## src/rtl/exec_ctrl_pkg.sv

```systemverilog
// Shared definitions for the exec_ctrl slice: ALU opcode and controller
// state enums, datapath widths and the opcode legality check.
package common_pkg;

   localparam int DataW    = 8;
   localparam int StatW    = 4;
   localparam int RegCount = 4;

   typedef enum logic [3:0] {
      OP_SLR = 4'h0,
      OP_SLL = 4'h1,
      OP_INC = 4'h4,
      OP_DEC = 4'h5,
      OP_ADD = 4'h6,
      OP_NOT = 4'h8,
      OP_AND = 4'h9,
      OP_OR  = 4'hA,
      OP_MOV = 4'hB
   } alu_op_e;

   typedef enum logic [1:0] {
      ST_IDLE = 2'd0,
      ST_EXEC = 2'd1,
      ST_WB   = 2'd2
   } state_e;

   // Any opcode outside the ALU enum is executed as a NOP
   function automatic logic isLegalOp(input logic [3:0] op);
      logic legal;
      case (op)
         OP_SLR, OP_SLL, OP_INC, OP_DEC, OP_ADD,
         OP_NOT, OP_AND, OP_OR, OP_MOV: legal = 1'b1;
         default:                       legal = 1'b0;
      endcase
      return legal;
   endfunction

endpackage

```

## src/rtl/exec_ctrl_if.sv

```systemverilog
// Instruction handshake plus the ALU-facing bus of exec_ctrl.
// slave = the controller, master = whoever feeds instructions and hosts the ALU.
interface exec_ctrl_if;
   import common_pkg::*;

   logic [DataW-1:0] instr_in;
   logic             instr_valid_in;
   logic             instr_ready_out;
   logic [DataW-1:0] a_out;
   logic [DataW-1:0] b_out;
   logic [3:0]       alu_op_out;
   logic [StatW-1:0] status_out;
   logic [DataW-1:0] result_in;
   logic [StatW-1:0] status_in;

   modport master (
      output instr_in, instr_valid_in, result_in, status_in,
      input  instr_ready_out, a_out, b_out, alu_op_out, status_out
   );

   modport slave (
      input  instr_in, instr_valid_in, result_in, status_in,
      output instr_ready_out, a_out, b_out, alu_op_out, status_out
   );

endinterface

```

## src/rtl/exec_ctrl_regfile.sv

```systemverilog
// 4x8 register file: one write port, two operand read ports and one
// debug read port. Reads are combinational and see only committed values.
module regfile
   import common_pkg::*;
(
   input  logic             clk_i,
   input  logic             rst_i,
   input  logic             we_i,
   input  logic [1:0]       wr_addr_i,
   input  logic [DataW-1:0] wr_data_i,
   input  logic [1:0]       rd_a_addr_i,
   output logic [DataW-1:0] rd_a_data_o,
   input  logic [1:0]       rd_b_addr_i,
   output logic [DataW-1:0] rd_b_data_o,
   input  logic [1:0]       dbg_addr_i,
   output logic [DataW-1:0] dbg_data_o
);

   logic [DataW-1:0] regs_q [RegCount];

   // Single write port; every register clears on reset
   always_ff @(posedge clk_i or posedge rst_i) begin
      if (rst_i) begin
         for (int i = 0; i < RegCount; i++) begin
            regs_q[i] <= '0;
         end
      end else if (we_i) begin
         regs_q[wr_addr_i] <= wr_data_i;
      end
   end

   assign rd_a_data_o = regs_q[rd_a_addr_i];
   assign rd_b_data_o = regs_q[rd_b_addr_i];
   assign dbg_data_o  = regs_q[dbg_addr_i];

endmodule

```

## src/rtl/exec_ctrl.sv

```systemverilog
// exec_ctrl: three-cycle IDLE -> EXEC -> WB instruction controller in front of
// an external ALU, with an external register-load port.
// Optional feature: define EXEC_CTRL_ILLEGAL_TRAP_EN to make an illegal opcode
// raise a sticky trap that blocks instructions and loads until reset.
module exec_ctrl
   import common_pkg::*;
(
   input  logic             clk_in,
   input  logic             rst_in,
   exec_ctrl_if.slave       bus,
   input  logic             ld_valid_in,
   input  logic [1:0]       ld_sel_in,
   input  logic [DataW-1:0] ld_data_in,
   input  logic [1:0]       rd_sel_in,
   output logic [DataW-1:0] rd_data_out,
   output logic             done_out,
   output logic             trap_out
);

   state_e           state_q;
   logic [3:0]       op_q;
   logic [1:0]       dst_q;
   logic [DataW-1:0] a_q;
   logic [DataW-1:0] b_q;
   logic [DataW-1:0] res_q;
   logic [StatW-1:0] stat_q;
   logic [StatW-1:0] s_q;
   logic             done_q;

   logic             accept;
   logic             loadEn;
   logic             wbWrite;
   logic             wrEn;
   logic [1:0]       wrAddr;
   logic [DataW-1:0] wrData;
   logic [DataW-1:0] dstData;
   logic [DataW-1:0] srcData;

`ifdef EXEC_CTRL_ILLEGAL_TRAP_EN
   logic             trap_q;
   assign trap_out = trap_q;
`else
   assign trap_out = 1'b0;
`endif

   assign bus.instr_ready_out = (state_q == ST_IDLE) && !ld_valid_in && !trap_out;
   assign accept  = bus.instr_valid_in && bus.instr_ready_out;
   assign loadEn  = (state_q == ST_IDLE) && ld_valid_in && !trap_out;
   assign wbWrite = (state_q == ST_WB) && isLegalOp(op_q);

   // Loads only happen in IDLE and writeback only in WB, so they never collide
   assign wrEn   = loadEn || wbWrite;
   assign wrAddr = wbWrite ? dst_q : ld_sel_in;
   assign wrData = wbWrite ? res_q : ld_data_in;

   regfile u_regfile (
      .clk_i       (clk_in),
      .rst_i       (rst_in),
      .we_i        (wrEn),
      .wr_addr_i   (wrAddr),
      .wr_data_i   (wrData),
      .rd_a_addr_i (bus.instr_in[3:2]),
      .rd_a_data_o (dstData),
      .rd_b_addr_i (bus.instr_in[1:0]),
      .rd_b_data_o (srcData),
      .dbg_addr_i  (rd_sel_in),
      .dbg_data_o  (rd_data_out)
   );

   // Controller FSM: latch operands on accept, capture ALU result in EXEC,
   // commit status and pulse done in WB
   always_ff @(posedge clk_in or posedge rst_in) begin
      if (rst_in) begin
         state_q <= ST_IDLE;
         op_q    <= '0;
         dst_q   <= '0;
         a_q     <= '0;
         b_q     <= '0;
         res_q   <= '0;
         stat_q  <= '0;
         s_q     <= '0;
         done_q  <= 1'b0;
`ifdef EXEC_CTRL_ILLEGAL_TRAP_EN
         trap_q  <= 1'b0;
`endif
      end else begin
         case (state_q)
            ST_IDLE: begin
               if (accept) begin
                  op_q    <= bus.instr_in[7:4];
                  dst_q   <= bus.instr_in[3:2];
                  a_q     <= dstData;
                  b_q     <= srcData;
                  state_q <= ST_EXEC;
               end
            end
            ST_EXEC: begin
               res_q   <= bus.result_in;
               stat_q  <= bus.status_in;
               done_q  <= 1'b1;
               state_q <= ST_WB;
            end
            ST_WB: begin
               if (isLegalOp(op_q)) begin
                  s_q <= stat_q;
               end
`ifdef EXEC_CTRL_ILLEGAL_TRAP_EN
               if (!isLegalOp(op_q)) begin
                  trap_q <= 1'b1;
               end
`endif
               done_q  <= 1'b0;
               state_q <= ST_IDLE;
            end
            default: begin
               done_q  <= 1'b0;
               state_q <= ST_IDLE;
            end
         endcase
      end
   end

   assign bus.a_out      = a_q;
   assign bus.b_out      = b_q;
   assign bus.alu_op_out = op_q;
   assign bus.status_out = s_q;
   assign done_out       = done_q;

endmodule

```

## src/flat_wrapper.sv

```systemverilog
// flat-port wrapper written by rule: the top's interface ports become plain ports
module exec_ctrl_flat import common_pkg::*;
  (clk_in, rst_in, ld_valid_in, ld_sel_in, ld_data_in, rd_sel_in, rd_data_out, done_out, trap_out, bus_instr_in, bus_instr_valid_in, bus_result_in, bus_status_in, bus_instr_ready_out, bus_a_out, bus_b_out, bus_alu_op_out, bus_status_out);
  exec_ctrl_if bus_i ();
  input  logic clk_in;
  input  logic rst_in;
  input  logic ld_valid_in;
  input  logic [1:0] ld_sel_in;
  input  logic [DataW-1:0] ld_data_in;
  input  logic [1:0] rd_sel_in;
  output logic [DataW-1:0] rd_data_out;
  output logic done_out;
  output logic trap_out;
  input wire logic [$bits(bus_i.instr_in)-1:0] bus_instr_in;
  input wire logic [$bits(bus_i.instr_valid_in)-1:0] bus_instr_valid_in;
  input wire logic [$bits(bus_i.result_in)-1:0] bus_result_in;
  input wire logic [$bits(bus_i.status_in)-1:0] bus_status_in;
  output wire logic [$bits(bus_i.instr_ready_out)-1:0] bus_instr_ready_out;
  output wire logic [$bits(bus_i.a_out)-1:0] bus_a_out;
  output wire logic [$bits(bus_i.b_out)-1:0] bus_b_out;
  output wire logic [$bits(bus_i.alu_op_out)-1:0] bus_alu_op_out;
  output wire logic [$bits(bus_i.status_out)-1:0] bus_status_out;
  assign bus_i.instr_in = bus_instr_in;
  assign bus_i.instr_valid_in = bus_instr_valid_in;
  assign bus_i.result_in = bus_result_in;
  assign bus_i.status_in = bus_status_in;
  assign bus_instr_ready_out = bus_i.instr_ready_out;
  assign bus_a_out = bus_i.a_out;
  assign bus_b_out = bus_i.b_out;
  assign bus_alu_op_out = bus_i.alu_op_out;
  assign bus_status_out = bus_i.status_out;
  exec_ctrl u_core (.clk_in(clk_in), .rst_in(rst_in), .bus(bus_i), .ld_valid_in(ld_valid_in), .ld_sel_in(ld_sel_in), .ld_data_in(ld_data_in), .rd_sel_in(rd_sel_in), .rd_data_out(rd_data_out), .done_out(done_out), .trap_out(trap_out));
endmodule
```

## config.mk

```make
export PLATFORM = sky130hd
export DESIGN_NAME = exec_ctrl_flat
export DESIGN_NICKNAME = d
export VERILOG_FILES = /design/src/rtl/exec_ctrl_pkg.sv /design/src/rtl/exec_ctrl_if.sv /design/src/rtl/exec_ctrl_regfile.sv /design/src/rtl/exec_ctrl.sv /design/src/flat_wrapper.sv
export SDC_FILE = /design/constraint.sdc
export NUM_CORES = 1
export LEC_CHECK = 0
export BUFFER_PORTS_ARGS = -buffer_cell sky130_fd_sc_hd__clkbuf_2
export CAP_MARGIN = 20
export CELL_PAD_IN_SITES_DETAIL_PLACEMENT = 1
export CELL_PAD_IN_SITES_GLOBAL_PLACEMENT = 1
export CORE_MARGIN = 2
export CORE_UTILIZATION = 49
export CTS_BUF_LIST = sky130_fd_sc_hd__clkbuf_4 sky130_fd_sc_hd__clkbuf_8
export DETAILED_ROUTE_END_ITERATION = 6
export PLACE_DENSITY_LB_ADDON = 0.1
export SYNTH_ARGS = -nofsm -noshare
export SYNTH_HDL_FRONTEND = slang
export SYNTH_SLANG_ARGS = --single-unit
```

## constraint.sdc

```tcl
create_clock -name clk_in -period 4.8 [get_ports clk_in]
set_clock_uncertainty 0.1 [all_clocks]
set_input_delay 0.48 -clock clk_in [delete_from_list [all_inputs] [get_ports clk_in]]
set_output_delay 0.48 -clock clk_in [all_outputs]
set_load 0.02 [all_outputs]
```

==> results.tsv, run 1 <==
stage	metric	value	unit
outcome	status	completed	
routing	drt-total-wl	8140	um
synthesis	synth_area_leaders	dfrtp_1, mux4_2, mux2_1	
synthesis	synth_top_area_share	49.4	%
cts	insertion_delay	0.35	ns
die	core-area	0.00729	mm2
global_route	grt_pass1_vias	2679	
synthesis	syn-cell-area	0.00370	mm2
global_route	antenna_found_initial	0	
sta	maxSlewHeadroom	35.0	%
sta	setup_viol	0	
pwr	power_density	532	mW/mm2
cts	numCtsBuffers	9	
sta	fmax	0.457	GHz
worst_setup_path	cp_slowest_cell	and2_1	
worst_setup_path	crit_required	4.93	ns
sta	drv_slew	0	
synthesis	yosysWarnings	0	
final_layout	insertedDiodeCount	0	
sta	rsz0062_at_grt	no	
routing	drc	0	
worst_setup_path	crit_arrival	2.32	ns
die	ios	71	
global_route	grt_pass1_wl	13600	um
global_route	grt_max_degree	41	
cts	cts.htree.levels	3	
final_layout	drive_above_1_share	44.7	%
sta	setup_tns	0	ns
pwr	peakVddDrop	0.284	mV
die	rows	31	
cts	clk_path_buf_depth	2	
cts	post_cts_buffers	0	
die	die_x	90.9	um
sta	tightest_slew	0.975	ns
sta	finalCriticalPeriod	2.19	ns
worst_setup_path	critPathMaxFanout	23	
routing	ant_nets	0	
cts	cts_sinks	73	
synthesis	syn_area_per_cell	13.3	um2
final_layout	fillers	787	
die	start_util	50.7	%
synthesis	netlist_instances	279	
placed_design	place_congestion	0.754	
global_route	grt.total_usage	21.2	%
routing	wire_per_inst	18.3	um
worst_setup_path	crit_chain	nor3_1, and2_1, mux2_2	
final_layout	num-nets-final	379	
cts	cts.repair.resized	0	
final_layout	area_delta_synth_final	15.5	%
synthesis	synth-seq-cells	73	
cts	ctsHoldBuffers	0	
cts	clk_pin_slew_worst_paths	0.08	ns
die	die_y	90.9	um
routing	drtIter0Drc	95	
synthesis	yosysSeqAreaShare	49.4	%
flow_run	maxCapViolations	0	
synthesis	syn_nets	315	
pwr	cellLeakagePower	1.83	nW
cts	cts_root_buf	clkbuf_8	
placed_design	port_buffers	69	
sta	timing.hold.ws	0.168	ns
routing	vias	2537	
placed_design	dpl.hpwl	6180	um
cts	cts_tree	done	
synthesis	synth.distinct_cells	31	
hold_path	hold_class	in2async	
synthesis	synth_top_area_cell	dfrtp_1	
routing	vias_per_cell	5.69	
sta	min_period_over_period	45.6	%
worst_setup_path	critPathKind	reg2reg	
worst_setup_path	max_stage_delay	0.82	ns
sta	hold_violations	0	
global_route	grt_overflow	0	
worst_setup_path	endpoint_kind	flip-flop	
die	die_area	0.00826	mm2
routing	drt-pass1-iter-count	4	
worst_setup_path	start_kind	flip-flop	
-- Yosys cell counts --
master,number
and4_1,1
inv_1,17
conb_1,1
buf_4,5
buf_6,2
dfrtp_1,73
a21oi_1,16
o2111ai_2,2
clkbuf_1,2
nand2_1,1
a21oi_2,16
nor2b_1,4
buf_2,5
and2b_4,2
o22ai_1,32
o211a_1,1
nand2_2,1
nand2b_2,1
nand2b_1,1
o2111ai_4,2
nand4_1,1
nor3_1,1
nor4b_2,1
buf_1,3
clkbuf_2,1
mux2_2,19
mux4_2,24
nor2_1,20
nand4b_1,1
and2_1,4
mux2_1,19
-- worst paths after layout --
path / endpoint / depth (start not counted) / slack [ns] / start
hold reg to reg: u_core.bus.b_out[1]$_DFFE_PP0P_ / 1 / 0.38 / u_core.bus.b_out[1]$_DFFE_PP0P_
max in group asynchronous: u_core.u_regfile.regs_q[25]$_DFFE_PP0P_ / 3 / 3.48 / rst_in
setup / recovery: u_core.bus.b_out[7]$_DFFE_PP0P_ / 3 / 2.61 / u_core.state_q[0]$_DFFE_PP0P_
min in group clk_in: u_core.bus.alu_op_out[2]$_DFFE_PP0P_ / 2 / 0.25 / bus_instr_in[6]
setup reg to reg: u_core.bus.b_out[7]$_DFFE_PP0P_ / 3 / 2.61 / u_core.state_q[0]$_DFFE_PP0P_
hold / removal: u_core.bus.a_out[3]$_DFFE_PP0P_ / 2 / 0.17 / rst_in
-- cell families (layout without fill, tap and decap cells) --
family	count (synthesis)	after routing	synth area share [%]
flip-flops	73	73	49.4
AO/OA/AOI/OAI	69	69	13.9
multiplexers	62	62	26.2
AND/OR/NAND/NOR	39	39	5.78
buffers and inverters	35	103	4.67
other	1	1	0.101
-- critical path: cells and delay by family (launching register included) --
kind             cells  cell delay, ns
multiplexers         1            0.41
AND/OR/NAND/NOR      2            1.11
flip-flops           1            0.45
-- layout make-up --
class                   count  area [um2]  share of cell area [%]
flip-flops and latches     73        1830                    42.8
multi-input cells         171        1700                    39.8
repair buffers             71         360                    8.43
clock buffers              12         159                    3.72
well taps                  99         124                    2.90
inverters                  17        63.8                    1.49
clock inverters             3        40.0                   0.937
-- cells in the final DEF (no fill, tap or decap), types with 4 or more instances in the layout --
cell type	instances
nor2_1	20
inv_1	16
mux2_2	19
o22ai_1	32
clkbuf_8	11
a21oi_1	16
mux2_1	19
clkbuf_2	69
and2_1	4
dfrtp_1	73
nor2b_1	4
a21oi_2	16
mux4_2	24
-- stage by stage --
stage | worst slack (ns) | power [mW] | cell area (um2) | cells | utilization [%]
after floorplan | 2.37 | 1.54 | 3700 | 279 | -
after global placement | 2.58 | 1.75 | 4070 | 430 | 55.8
after detailed placement | 2.48 | 1.79 | 4070 | 430 | 55.8
after CTS | 2.56 | 2.29 | 4270 | 445 | 58.5
after global routing | 2.40 | 2.41 | 4270 | 446 | 58.6
final | 2.61 | 2.27 | 4270 | 446 | 58.6
-- metal layers --
layer / track usage (%) / share of wire, %
met1: 29.0 / 47
met2: 34.5 / 48
met3: 5.01 / 3.7
met4: 5.43 / 1.1
met5: 0 / 0
-- sequential cells by signal, indices dropped and copies added (netlist names) --
| signal | count |
|---|---|
| u_core.res_q | 8 |
| u_core.dst_q | 2 |
| u_core.u_regfile.regs_q | 32 |
| u_core.state_q | 2 |
| u_core.bus.b_out | 8 |
| u_core.done_out | 1 |
| u_core.stat_q | 4 |
| u_core.bus.a_out | 8 |
| u_core.bus.alu_op_out | 4 |
| u_core.bus.status_out | 4 |
-- power by group --
group / internal (mW) / switching [mW]
clock network: 0.270 / 0.221
registers: 0.832 / 0.196
logic: 0.367 / 0.386
total: 1.47 / 0.803
Note: power is estimated with default switching activity, not from simulation.
==> inputs of run 2 (changes only) <==
CORE_UTILIZATION = 42   (was 49)
clock period = 2 ns   (was 4.8 ns; I/O delays follow)
==> run 2 against run 1 <==
Compared with the run above: core utilization is 5.2 points lower; wire length is 13% higher; sequential cell count stayed put; clock power grew to 3.0 times the previous value; non-clock buffer count is 26 higher; cell count is 8.1% higher; sequential power is 140% higher; first-iteration DRC count is 6.3% higher.
==> results.tsv, run 2 (synthesis gave the netlist of run 1 again) <==
stage	metric	value	unit
outcome	status	completed	
die	start_util	42.8	%
sta	rsz0062_at_grt	no	
cts	cts_tree	done	
final_layout	largest-register	u_core.u_regfile.regs_q	
placed_design	placed_cells	449	
worst_setup_path	r2r_cells	4	
worst_setup_path	timing.rr.start	u_core.bus.alu_op_out[3]$_DFFE_PP0P_	
cts	ctsHoldBuffers	17	
worst_setup_path	start_kind	flip-flop	
hold_path	whs_endpoint	u_core.u_regfile.regs_q[14]$_DFFE_PP0P_	
placed_design	dpl_cell_area	0.00419	mm2
global_route	grt_max_degree	74	
routing	vias_per_cell	5.57	
final_layout	insertedDiodeCount	0	
sta	setup_tns	0	ns
worst_setup_path	critPathBufInv	0	
routing	drt-total-wl	9160	um
final_layout	fillers	926	
final_layout	stdcell_area	0.00461	mm2
worst_setup_path	cp_slowest_cell	o2111ai_2	
routing	drtIter0Drc	101	
worst_setup_path	endpoint_kind	flip-flop	
global_route	grt_overflow	0	
cts	insertion_delay	0.35	ns
routing	vias	2684	
placed_design	place_congestion	0.748	
global_route	grt_pass1_vias	2836	
die	ios	71	
sta	fmax	0.555	GHz
sta	hold_violations	0	
cts	cts_sinks	73	
die	die_y	97.8	um
cts	cts.htree.levels	3	
sta	min_period_over_period	90.1	%
worst_setup_path	critPathMaxFanout	14	
pwr	power_density	1260	mW/mm2
worst_setup_path	crit_arrival	1.97	ns
cts	cts_root_buf	clkbuf_8	
hold_path	holdPathStages	3	
worst_setup_path	critPathKind	reg2reg	
flow_run	maxCapViolations	0	
worst_setup_path	reg2reg_to	u_core.u_regfile.regs_q[3]$_DFFE_PP0P_	
die	die_x	97.8	um
die	rows	34	
worst_setup_path	crit_required	2.17	ns
sta	setup_viol	0	
routing	wire_per_inst	19.0	um
hold_path	hold_start	ld_data_in[6]	
routing	ant_nets	0	
global_route	antenna_found_initial	0	
sta	finalCriticalPeriod	1.80	ns
sta	maxSlewHeadroom	55.7	%
final_layout	layout.cells.non_filler	482	
worst_setup_path	max_stage_delay	0.58	ns
final_layout	largest_reg_flops	32	
cts	post_cts_buffers	0	
placed_design	dpl.hpwl	6590	um
pwr	cellLeakagePower	1.97	nW
cts	clk_path_buf_depth	2	
placed_design	port_buffers	69	
global_route	grt_pass1_wl	15300	um
sta	drv_slew	0	
worst_setup_path	crit_chain	nand2b_2, o2111ai_2, o22ai_1, a21oi_1	
final_layout	drive_above_1_share	44.4	%
final_layout	final_cell_mix	dfrtp_1, clkbuf_2, o22ai_1	
global_route	grt.total_usage	20.5	%
hold_path	hold_class	in2reg	
pwr	peakVddDrop	0.625	mV
routing	drt-pass1-iter-count	4	
die	die_area	0.00957	mm2
worst_setup_path	r2r_slack	0.20	ns
final_layout	final_common_cell	dfrtp_1	
final_layout	num-nets-final	405	
cts	cts.repair.resized	0	
cts	numCtsBuffers	9	
cts	clk_pin_slew_worst_paths	0.08	ns
sta	tightest_slew	0.664	ns
final_layout	area_delta_synth_final	24.8	%
worst_setup_path	cp_top_family	compound AO/OA/AOI/OAI gates	
die	core-area	0.00864	mm2
routing	drc	0	
-- run 2: changes by cell type in the layout (fill, tap and decap cells not counted), sizes merged --
cell         delta
buf             +9
bufinv          +2
clkinv          -1
clkinvlp        +1
inv             -1
dlygate4sd3    +17
-- run 2: report_power, final --
| group | internal (mW) | leakage (nW) | switching [mW] |
|---|---|---|---|
| Combinational | 0.921 | 1.01 | 0.949 |
| Sequential | 2.00 | 0.833 | 0.478 |
| Clock | 0.914 | 0.130 | 0.576 |
| Total | 3.83 | 1.97 | 2.00 |
-- run 2: worst max-delay path by stage --
stage / slack, ns / startpoint / cells past startpoint / end
after detailed placement: 0.21 / u_core.bus.alu_op_out[3]$_DFFE_PP0P_ / 4 / u_core.u_regfile.regs_q[4]$_DFFE_PP0P_
after CTS: 0.19 / u_core.bus.alu_op_out[3]$_DFFE_PP0P_ / 4 / u_core.u_regfile.regs_q[4]$_DFFE_PP0P_
after global placement: 0.31 / u_core.state_q[0]$_DFFE_PP0P_ / 5 / u_core.u_regfile.regs_q[22]$_DFFE_PP0P_
after global routing: 0.06 / u_core.bus.alu_op_out[3]$_DFFE_PP0P_ / 4 / u_core.u_regfile.regs_q[4]$_DFFE_PP0P_
final: 0.20 / u_core.bus.alu_op_out[3]$_DFFE_PP0P_ / 4 / u_core.u_regfile.regs_q[3]$_DFFE_PP0P_
after floorplan: 0.19 / u_core.state_q[0]$_DFFE_PP0P_ / 5 / u_core.bus.a_out[4]$_DFFE_PP0P_
-- run 2: worst reg2reg max path: stages (launching register included) --
cell	delay (ns)
dfrtp_1	0.42
nand2b_2	0.27
o2111ai_2	0.58
o22ai_1	0.20
a21oi_1	0.16
-- run 2: metrics by stage --
| stage | util, % | setup slack (ns) | power [mW] | hold WS [ns] |
|---|---|---|---|---|
| global placement | 48.5 | 0.306 | 4.26 | 0.230 |
| floorplan | - | 0.186 | 3.70 | 0.235 |
| detailed placement | 48.5 | 0.207 | 4.35 | 0.238 |
| global route | 53.4 | 0.0556 | 6.18 | 0.111 |
| CTS | 53.4 | 0.189 | 5.89 | 0.0914 |
| finish | 53.4 | 0.199 | 5.83 | 0.102 |
-- run 2: layer usage --
metal / part of all wire, % / GRT usage (%) / vias up
met1: 48 / 29.6 / 1364
met4: 1.6 / 8.01 / 0
met2: 46 / 31.5 / 74
met3: 3.5 / 3.01 / 12
li1: - / - / 1234
met5: 0 / 0 / -
-- run 2: final cells by class --
| cell class | instances | area, um2 | area share [%] |
|---|---|---|---|
| sequential | 73 | 1830 | 39.6 |
| tap | 108 | 135 | 2.93 |
| inverter | 17 | 67.6 | 1.46 |
| multi-input combinational | 171 | 1700 | 36.9 |
| clock inverter | 4 | 98.8 | 2.14 |
| clock buffer | 12 | 159 | 3.44 |
| timing repair buffer | 97 | 623 | 13.5 |
